==> src/rtl/addr_router.sv <==
// Request router: per-switch-instance request FIFOs feeding a single round-robin
// scheduler that drives one shared switch bus and waits for a per-instance ack.
module addr_router #(
  parameter int NUM_SW_INST = 5,
  parameter int W_WIDTH     = 8,
  parameter int FIFO_DEPTH  = 4,
  parameter int ACK_TIMEOUT = 16
) (
  input  logic                   clk,
  input  logic                   rst_n,
  input  logic [7:0]             addr_in,
  input  logic [W_WIDTH-1:0]     wr_data_in,
  input  logic                   wr_rd_op,
  input  logic [7:0]             op_id_in,
  input  logic                   valid_in,
  output logic                   ready_out,
  output logic                   rsp_valid,
  output logic [W_WIDTH-1:0]     rsp_rd_data,
  output logic [7:0]             rsp_id,
  output logic                   rsp_err,
  output logic [7:0]             drop_cnt,
  output logic [4:0]             sw_addr_in,
  output logic [W_WIDTH-1:0]     sw_w_data_in,
  output logic                   wr_rd_s_in,
  output logic [NUM_SW_INST-1:0] sel_en_in,
  input  logic [NUM_SW_INST-1:0] ack_out,
  input  logic [W_WIDTH-1:0]     sw_rd_data_out
);

  localparam int PW = $clog2(FIFO_DEPTH);
  localparam int GW = (NUM_SW_INST > 1) ? $clog2(NUM_SW_INST) : 1;
  localparam int CW = $clog2(ACK_TIMEOUT + 1);
  localparam logic [GW-1:0] LAST_IDX = GW'(NUM_SW_INST - 1);

  typedef struct packed {
    logic [4:0]         addr;
    logic               wr;
    logic [W_WIDTH-1:0] data;
    logic [7:0]         id;
  } entry_t;

  typedef enum logic {IDLE = 1'b0, BUSY = 1'b1} state_t;

  logic [2:0] sel;
  logic       in_range;
  entry_t     in_entry;

  assign sel      = addr_in[7:5];
  assign in_range = ({1'b0, sel} < 4'(NUM_SW_INST));
  assign in_entry = '{addr: addr_in[4:0], wr: wr_rd_op, data: wr_data_in, id: op_id_in};

  entry_t                 mem_q    [NUM_SW_INST][FIFO_DEPTH];
  logic [PW:0]            wr_ptr_q [NUM_SW_INST];
  logic [PW:0]            rd_ptr_q [NUM_SW_INST];
  logic [NUM_SW_INST-1:0] full, empty, push, pop;

  state_t         state_q, state_d;
  logic [GW-1:0]  grant_q, grant_d;
  logic [GW-1:0]  last_grant_q, last_grant_d;
  entry_t         cur_q, cur_d;
  logic [CW-1:0]  cnt_q, cnt_d;
  logic           rsp_valid_q, rsp_valid_d;
  logic [W_WIDTH-1:0] rsp_data_q, rsp_data_d;
  logic [7:0]     rsp_id_q, rsp_id_d;
  logic           rsp_err_q, rsp_err_d;
  logic [7:0]     drop_q, drop_d;

  logic           found;
  logic [GW-1:0]  win, cand;
  entry_t         head;
  logic           ack_hit;

  // Full when the wrap bits differ but the index bits match.
  always_comb begin
    full  = '0;
    empty = '0;
    for (int i = 0; i < NUM_SW_INST; i++) begin
      empty[i] = (wr_ptr_q[i] == rd_ptr_q[i]);
      full[i]  = (wr_ptr_q[i][PW] != rd_ptr_q[i][PW]) &&
                 (wr_ptr_q[i][PW-1:0] == rd_ptr_q[i][PW-1:0]);
    end
  end

  // Out-of-range selects never match an instance, so they see ready_out = 1.
  always_comb begin
    ready_out = 1'b1;
    push      = '0;
    for (int i = 0; i < NUM_SW_INST; i++) begin
      if (sel == 3'(i)) begin
        ready_out = !full[i];
        push[i]   = valid_in && !full[i];
      end
    end
  end

  // Round-robin search starting one past the last winner.
  always_comb begin
    cand  = last_grant_q;
    found = 1'b0;
    win   = '0;
    for (int k = 0; k < NUM_SW_INST; k++) begin
      cand = (cand == LAST_IDX) ? '0 : cand + GW'(1);
      if (!found && !empty[cand]) begin
        found = 1'b1;
        win   = cand;
      end
    end
  end

  assign head = mem_q[win][rd_ptr_q[win][PW-1:0]];

  always_comb begin
    pop = '0;
    if (state_q == IDLE && found) pop[win] = 1'b1;
  end

  always_ff @(posedge clk or negedge rst_n) begin
    if (!rst_n) begin
      for (int i = 0; i < NUM_SW_INST; i++) begin
        wr_ptr_q[i] <= '0;
        rd_ptr_q[i] <= '0;
      end
    end else begin
      for (int i = 0; i < NUM_SW_INST; i++) begin
        if (push[i]) wr_ptr_q[i] <= wr_ptr_q[i] + (PW+1)'(1);
        if (pop[i])  rd_ptr_q[i] <= rd_ptr_q[i] + (PW+1)'(1);
      end
    end
  end

  // NOTE: queue storage has no reset; cleared pointers make stale contents unreachable.
  always_ff @(posedge clk) begin
    for (int i = 0; i < NUM_SW_INST; i++) begin
      if (push[i]) mem_q[i][wr_ptr_q[i][PW-1:0]] <= in_entry;
    end
  end

  always_comb begin
    sel_en_in    = '0;
    sw_addr_in   = '0;
    sw_w_data_in = '0;
    wr_rd_s_in   = 1'b0;
    if (state_q == BUSY) begin
      for (int i = 0; i < NUM_SW_INST; i++) sel_en_in[i] = (grant_q == GW'(i));
      sw_addr_in   = cur_q.addr;
      sw_w_data_in = cur_q.data;
      wr_rd_s_in   = cur_q.wr;
    end
  end

  assign ack_hit = |(ack_out & sel_en_in);

  // NOTE: every next-state variable gets its hold value first so no path infers a latch.
  always_comb begin
    state_d      = state_q;
    grant_d      = grant_q;
    last_grant_d = last_grant_q;
    cur_d        = cur_q;
    cnt_d        = cnt_q;
    rsp_valid_d  = 1'b0;
    rsp_data_d   = rsp_data_q;
    rsp_id_d     = rsp_id_q;
    rsp_err_d    = rsp_err_q;
    case (state_q)
      IDLE: begin
        if (found) begin
          state_d      = BUSY;
          grant_d      = win;
          last_grant_d = win;
          cur_d        = head;
          cnt_d        = CW'(1);
        end
      end
      BUSY: begin
        if (ack_hit) begin
          rsp_valid_d = 1'b1;
          rsp_id_d    = cur_q.id;
          rsp_err_d   = 1'b0;
          rsp_data_d  = cur_q.wr ? '0 : sw_rd_data_out;
          state_d     = IDLE;
          cnt_d       = '0;
        end else if (cnt_q == CW'(ACK_TIMEOUT)) begin
          rsp_valid_d = 1'b1;
          rsp_id_d    = cur_q.id;
          rsp_err_d   = 1'b1;
          rsp_data_d  = '0;
          state_d     = IDLE;
          cnt_d       = '0;
        end else begin
          cnt_d = cnt_q + CW'(1);
        end
      end
      default: state_d = IDLE;
    endcase
  end

  always_comb begin
    drop_d = drop_q;
    if (valid_in && !in_range && drop_q != 8'hFF) drop_d = drop_q + 8'd1;
  end

  // NOTE: sequential state uses non-blocking assignments only.
  always_ff @(posedge clk or negedge rst_n) begin
    if (!rst_n) begin
      state_q      <= IDLE;
      grant_q      <= '0;
      last_grant_q <= LAST_IDX;
      cur_q        <= '0;
      cnt_q        <= '0;
      rsp_valid_q  <= 1'b0;
      rsp_data_q   <= '0;
      rsp_id_q     <= '0;
      rsp_err_q    <= 1'b0;
      drop_q       <= '0;
    end else begin
      state_q      <= state_d;
      grant_q      <= grant_d;
      last_grant_q <= last_grant_d;
      cur_q        <= cur_d;
      cnt_q        <= cnt_d;
      rsp_valid_q  <= rsp_valid_d;
      rsp_data_q   <= rsp_data_d;
      rsp_id_q     <= rsp_id_d;
      rsp_err_q    <= rsp_err_d;
      drop_q       <= drop_d;
    end
  end

  assign rsp_valid   = rsp_valid_q;
  assign rsp_rd_data = rsp_data_q;
  assign rsp_id      = rsp_id_q;
  assign rsp_err     = rsp_err_q;
  assign drop_cnt    = drop_q;

endmodule

==> config.mk <==
export PLATFORM = sky130hd
export DESIGN_NAME = addr_router
export DESIGN_NICKNAME = d
export VERILOG_FILES = /design/src/rtl/addr_router.sv
export SDC_FILE = /design/constraint.sdc
export NUM_CORES = 1
export LEC_CHECK = 0
export CAP_MARGIN = 40
export CORE_ASPECT_RATIO = 0.9
export CORE_UTILIZATION = 45
export CTS_CLUSTER_DIAMETER = 40
export DETAILED_ROUTE_END_ITERATION = 7
export GPL_TIMING_DRIVEN = 0
export PLACE_DENSITY = 0.63
export REMOVE_ABC_BUFFERS = 1
export SLEW_MARGIN = 25
export SYNTH_ARGS = -nofsm -noshare
export SYNTH_HDL_FRONTEND = slang
export SYNTH_SLANG_ARGS = --single-unit
==> constraint.sdc <==
create_clock -name clk -period 14 [get_ports clk]
set_clock_uncertainty 0.2 [all_clocks]
set_input_delay 2.8 -clock clk [delete_from_list [all_inputs] [get_ports clk]]
set_output_delay 2.8 -clock clk [all_outputs]
set_load 0.1 [all_outputs]
==> impl_summary.log <==
[metrics] min-delay worst type: reg -> reg
[metrics] Max Clock Freq: around 120 MHz
[metrics] routed len/inst: around 22 um
[metrics] Warnings, synthesis: 0
[metrics] wire length of the first global-routing pass: ~83,000 um
[metrics] GRT Overall Usage: 0.215
[metrics] Setup crit end kind: output port
[metrics] critical setup path kind: in -> out
[metrics] Sink Count: approximately 530
[metrics] CTS tree: built
[metrics] Synth area leaders: sky130_fd_sc_hd__edfxtp_1 58%, sky130_fd_sc_hd__dfrtp_1 9.5%, sky130_fd_sc_hd__mux2i_1 5.9%
[metrics] detailed-router iteration count before antenna repair: 6
[metrics] commonest non-fill, non-tap cell in the layout: sky130_fd_sc_hd__edfxtp_1
[metrics] Final HPWL DP: approximately 36,000 um
[metrics] setup repair after global routing missed its margin: no
[metrics] total number of cells along the worst setup path: 7
[metrics] RD Place Congestion: 0.844
[metrics] Buffers on Ports: 86
[metrics] required time of the worst setup path: around 11 ns
[metrics] via count of the first global-routing pass: around 14k
[metrics] status: finished, final reports clean
[metrics] family with the most delay on the worst path: buffers and inverters
[metrics] clock period minus worst slack: 8.46 ns
[metrics] Setup TNS Final: 0 ns
[metrics] Total Wirelength: between 50,000 and 60,000 um
[metrics] number of cells on the worst reg-to-reg path: 22
[metrics] cells after synthesis: between 1.5k and 2k
[metrics] critical path startpoint category: primary input
[metrics] number of placed cells counting well taps: around 2.4k
[metrics] # diodes: 0
[metrics] H-tree depth: 2
[metrics] x dimension of the die: 239 um
[metrics] Setup crit start: addr_in[6]
[metrics] hold-fix buffer count after cts: 0
[metrics] CP cell instances: clkdlybuf4s50_1 -> inv_1 -> a2111oi_0 -> a2111oi_0 -> a31oi_1 -> clkdlybuf4s50_1 -> buf_8
[metrics] total clock buffers created by CTS: 60
[metrics] max-slew violation count: 0
[metrics] number of remaining DRC errors: 0
[metrics] setup slack of the critical path after layout: 5.54 ns
[metrics] reg-to-reg endpoint: cur_q[21]
[metrics] Congestion Overflow GR: 0
[metrics] Die Span Y: between 200 and 250 um
[metrics] Worst Tran Pin Value: a little under 0.9 ns
[metrics] most used flip-flop cell after synthesis: sky130_fd_sc_hd__edfxtp_1
[metrics] Max Buffers Root-to-Sink: 3
[metrics] Non-Filler Instances: 2,468
[metrics] fraction of layout cells with a size suffix above 1: 0.169
[metrics] sequential fraction of the synthesis area: 0.676
[metrics] data arrival time of the critical path: between 5 and 6 ns
[metrics] number of DRC markers after the initial detailed-route iteration: between 1k and 1.5k
[metrics] clock insertion delay at the later pin of the skew report: 0.62 ns
[metrics] PostCTS Resize Cnt: 0
[metrics] most frequent cells in the layout: 440 x sky130_fd_sc_hd__edfxtp_1, 134 x sky130_fd_sc_hd__mux2i_1, 119 x sky130_fd_sc_hd__nor2_1
[metrics] maximum net fanout on the critical path: 5
[metrics] final-report hold violation count: 0
[metrics] register-to-register setup slack: slightly above 6 ns
[metrics] overall die area: ~52,000 sq um
[metrics] worst reg2reg startpoint: grant_q[0]
[metrics] filler cell count: a little under 4k
[metrics] row cnt: 77
[metrics] placeable core area: around 50,000 sq um
[metrics] area share of the largest cell type after synthesis: 0.579
[metrics] syn_area_per_cell: 14.5 sq um
[metrics] io pins: 87
[metrics] pin count of the biggest net entering global routing: 65
[metrics] clock slew at the register clock pins of the worst setup and hold paths: roughly 0.06 ns
[metrics] residual antenna-violating net count after detailed routing: 0
[metrics] max_cap viols: 0
[metrics] Post-Place Worst Slack: around 5.5 ns
[metrics] final core utilization: 0.568
[metrics] end point of the critical path: ready_out
[metrics] Avg Vias per Cell: about 5.6
[metrics] post-CTS setup buffers: 0
[metrics] largest area contributor in the synthesized netlist: sky130_fd_sc_hd__edfxtp_1
[metrics] async set-or-reset flop fraction in the synthesized netlist: 0.167
[metrics] initial core utilization: 0.460
[metrics] EDFF count, synth: 440
[metrics] critical path's largest stage delay: around 0.64 ns
[metrics] vias after detailed routing: roughly 14k
[metrics] critical-path cell with the highest stage delay: sky130_fd_sc_hd__clkdlybuf4s50_1
[metrics] worst max-slew margin expressed relative to the limit: 0.420
[metrics] setup violation total in the final timing report: 0
[metrics] total of flip-flops plus latches after synthesis: 528
[metrics] final period utilization: 0.605
[metrics] count of buffering cells on the critical path with inverters included: 4
[metrics] distinct cell type count of the synthesized netlist: 81
[metrics] clock tree root buffer cell: sky130_fd_sc_hd__clkbuf_16
[metrics] post-layout net count: between 1.5k and 2k
[metrics] summed instance area of the synthesized netlist: approximately 23,000 sq um
[metrics] Layout area overhead: 23.6%
[metrics] antenna violations before repair: 2
## metrics by stage
step / hold WS [ns] / instance area (sq um)
floorplan: 0.239 / 22300
global placement: 0.258 / 24000
detailed placement: 0.266 / 26000
CTS: 0.274 / 28200
global route: 0.312 / 28200
finish: 0.289 / 28200
## cells in the mapped netlist, drive strengths merged, types with 5 or more instances
library cell  count
a211oi           67
a21oi            80
a22o             12
and2             35
and3             15
buf              54
clkbuf           31
dfrtp            87
edfxtp          440
ha               35
inv              23
mux2              6
mux2i           135
mux4             21
nand2            73
nand2b            5
nand3            19
nand4            11
nor2            119
nor2b            67
nor3             34
o21ai            39
o22ai            46
o31ai             5
xnor2            30
xor2             15
## worst register-to-register path, stage by stage, from the launching register on
cell and delay [ns]:
sky130_fd_sc_hd__dfrtp_1 0.64, sky130_fd_sc_hd__inv_1 0.16, sky130_fd_sc_hd__ha_1 0.34, sky130_fd_sc_hd__a21oi_1 0.61
sky130_fd_sc_hd__inv_1 0.31, sky130_fd_sc_hd__ha_1 0.34, sky130_fd_sc_hd__or4_4 0.43, sky130_fd_sc_hd__and3_1 0.30
sky130_fd_sc_hd__o31ai_2 0.41, sky130_fd_sc_hd__a21boi_1 0.24, sky130_fd_sc_hd__a221o_1 0.41, sky130_fd_sc_hd__a211oi_4 0.45
sky130_fd_sc_hd__o211ai_1 0.20, sky130_fd_sc_hd__nor2b_4 0.27, sky130_fd_sc_hd__buf_16 0.21, sky130_fd_sc_hd__nor3_2 0.33
sky130_fd_sc_hd__o31a_2 0.49, sky130_fd_sc_hd__buf_12 0.25, sky130_fd_sc_hd__buf_16 0.20, sky130_fd_sc_hd__buf_16 0.18
sky130_fd_sc_hd__mux4_2 0.53, sky130_fd_sc_hd__o22ai_1 0.19, sky130_fd_sc_hd__nor3_1 0.08
## registers in the layout (all words and copies together), names as in the netlist
signal,cells
rd_ptr_q,15
rsp_rd_data,8
cnt_q,5
cur_q,22
mem_q,440
wr_ptr_q,15
drop_cnt,8
state_q,1
last_grant_q,1
rsp_id,8
rsp_valid,1
grant_q,3
rsp_err,1
## worst min path at each step
| stage | start | end | slack [ns] | depth (start not counted) |
|---|---|---|---|---|
| 3_3_place_gp | cur_q[3] | rsp_id[3] | 0.26 | 2 |
| 6_report | wr_ptr_q[5] | wr_ptr_q[5] | 0.29 | 1 |
| 4_1_cts | cur_q[3] | rsp_id[3] | 0.27 | 2 |
| 2_1_floorplan | cur_q[0] | rsp_id[0] | 0.24 | 2 |
| 3_5_place_dp | cur_q[3] | rsp_id[3] | 0.27 | 2 |
| 5_1_grt | rd_ptr_q[11] | rd_ptr_q[11] | 0.31 | 1 |
## metal layers
layer | wire, um | vias up | GRT usage
met1 | 24000 | 6882 | 0.305
li1 | - | 6372 | -
met2 | 25700 | 508 | 0.344
met3 | 3430 | 105 | 0.0276
met4 | 1400 | 0 | 0.0701
met5 | 0 | - | 0
## kinds of logic after synthesis
family          Yosys count  share of synthesized area
buf+inv                 109                     0.0245
compound gates          300                     0.0905
flops                   528                      0.676
xor+xnor                 45                     0.0173
fa+ha+maj                35                     0.0192
simple gates            397                     0.0895
mux                     162                     0.0830
## area by class of cell
cell class                      count  area, sq um  share of cell area
Clock buffer                       75         1670              0.0592
Clock inverter                     38          475              0.0169
Inverter                           24         90.1             0.00320
Multi-Input combinational cell    939         6920               0.245
Sequential cell                   528        15400               0.547
Tap cell                          671          840              0.0298
Timing Repair Buffer              193         2780              0.0986
Power is not shown: default switching activity piles up to over one toggle a cycle in this logic, so the estimate is an artifact.
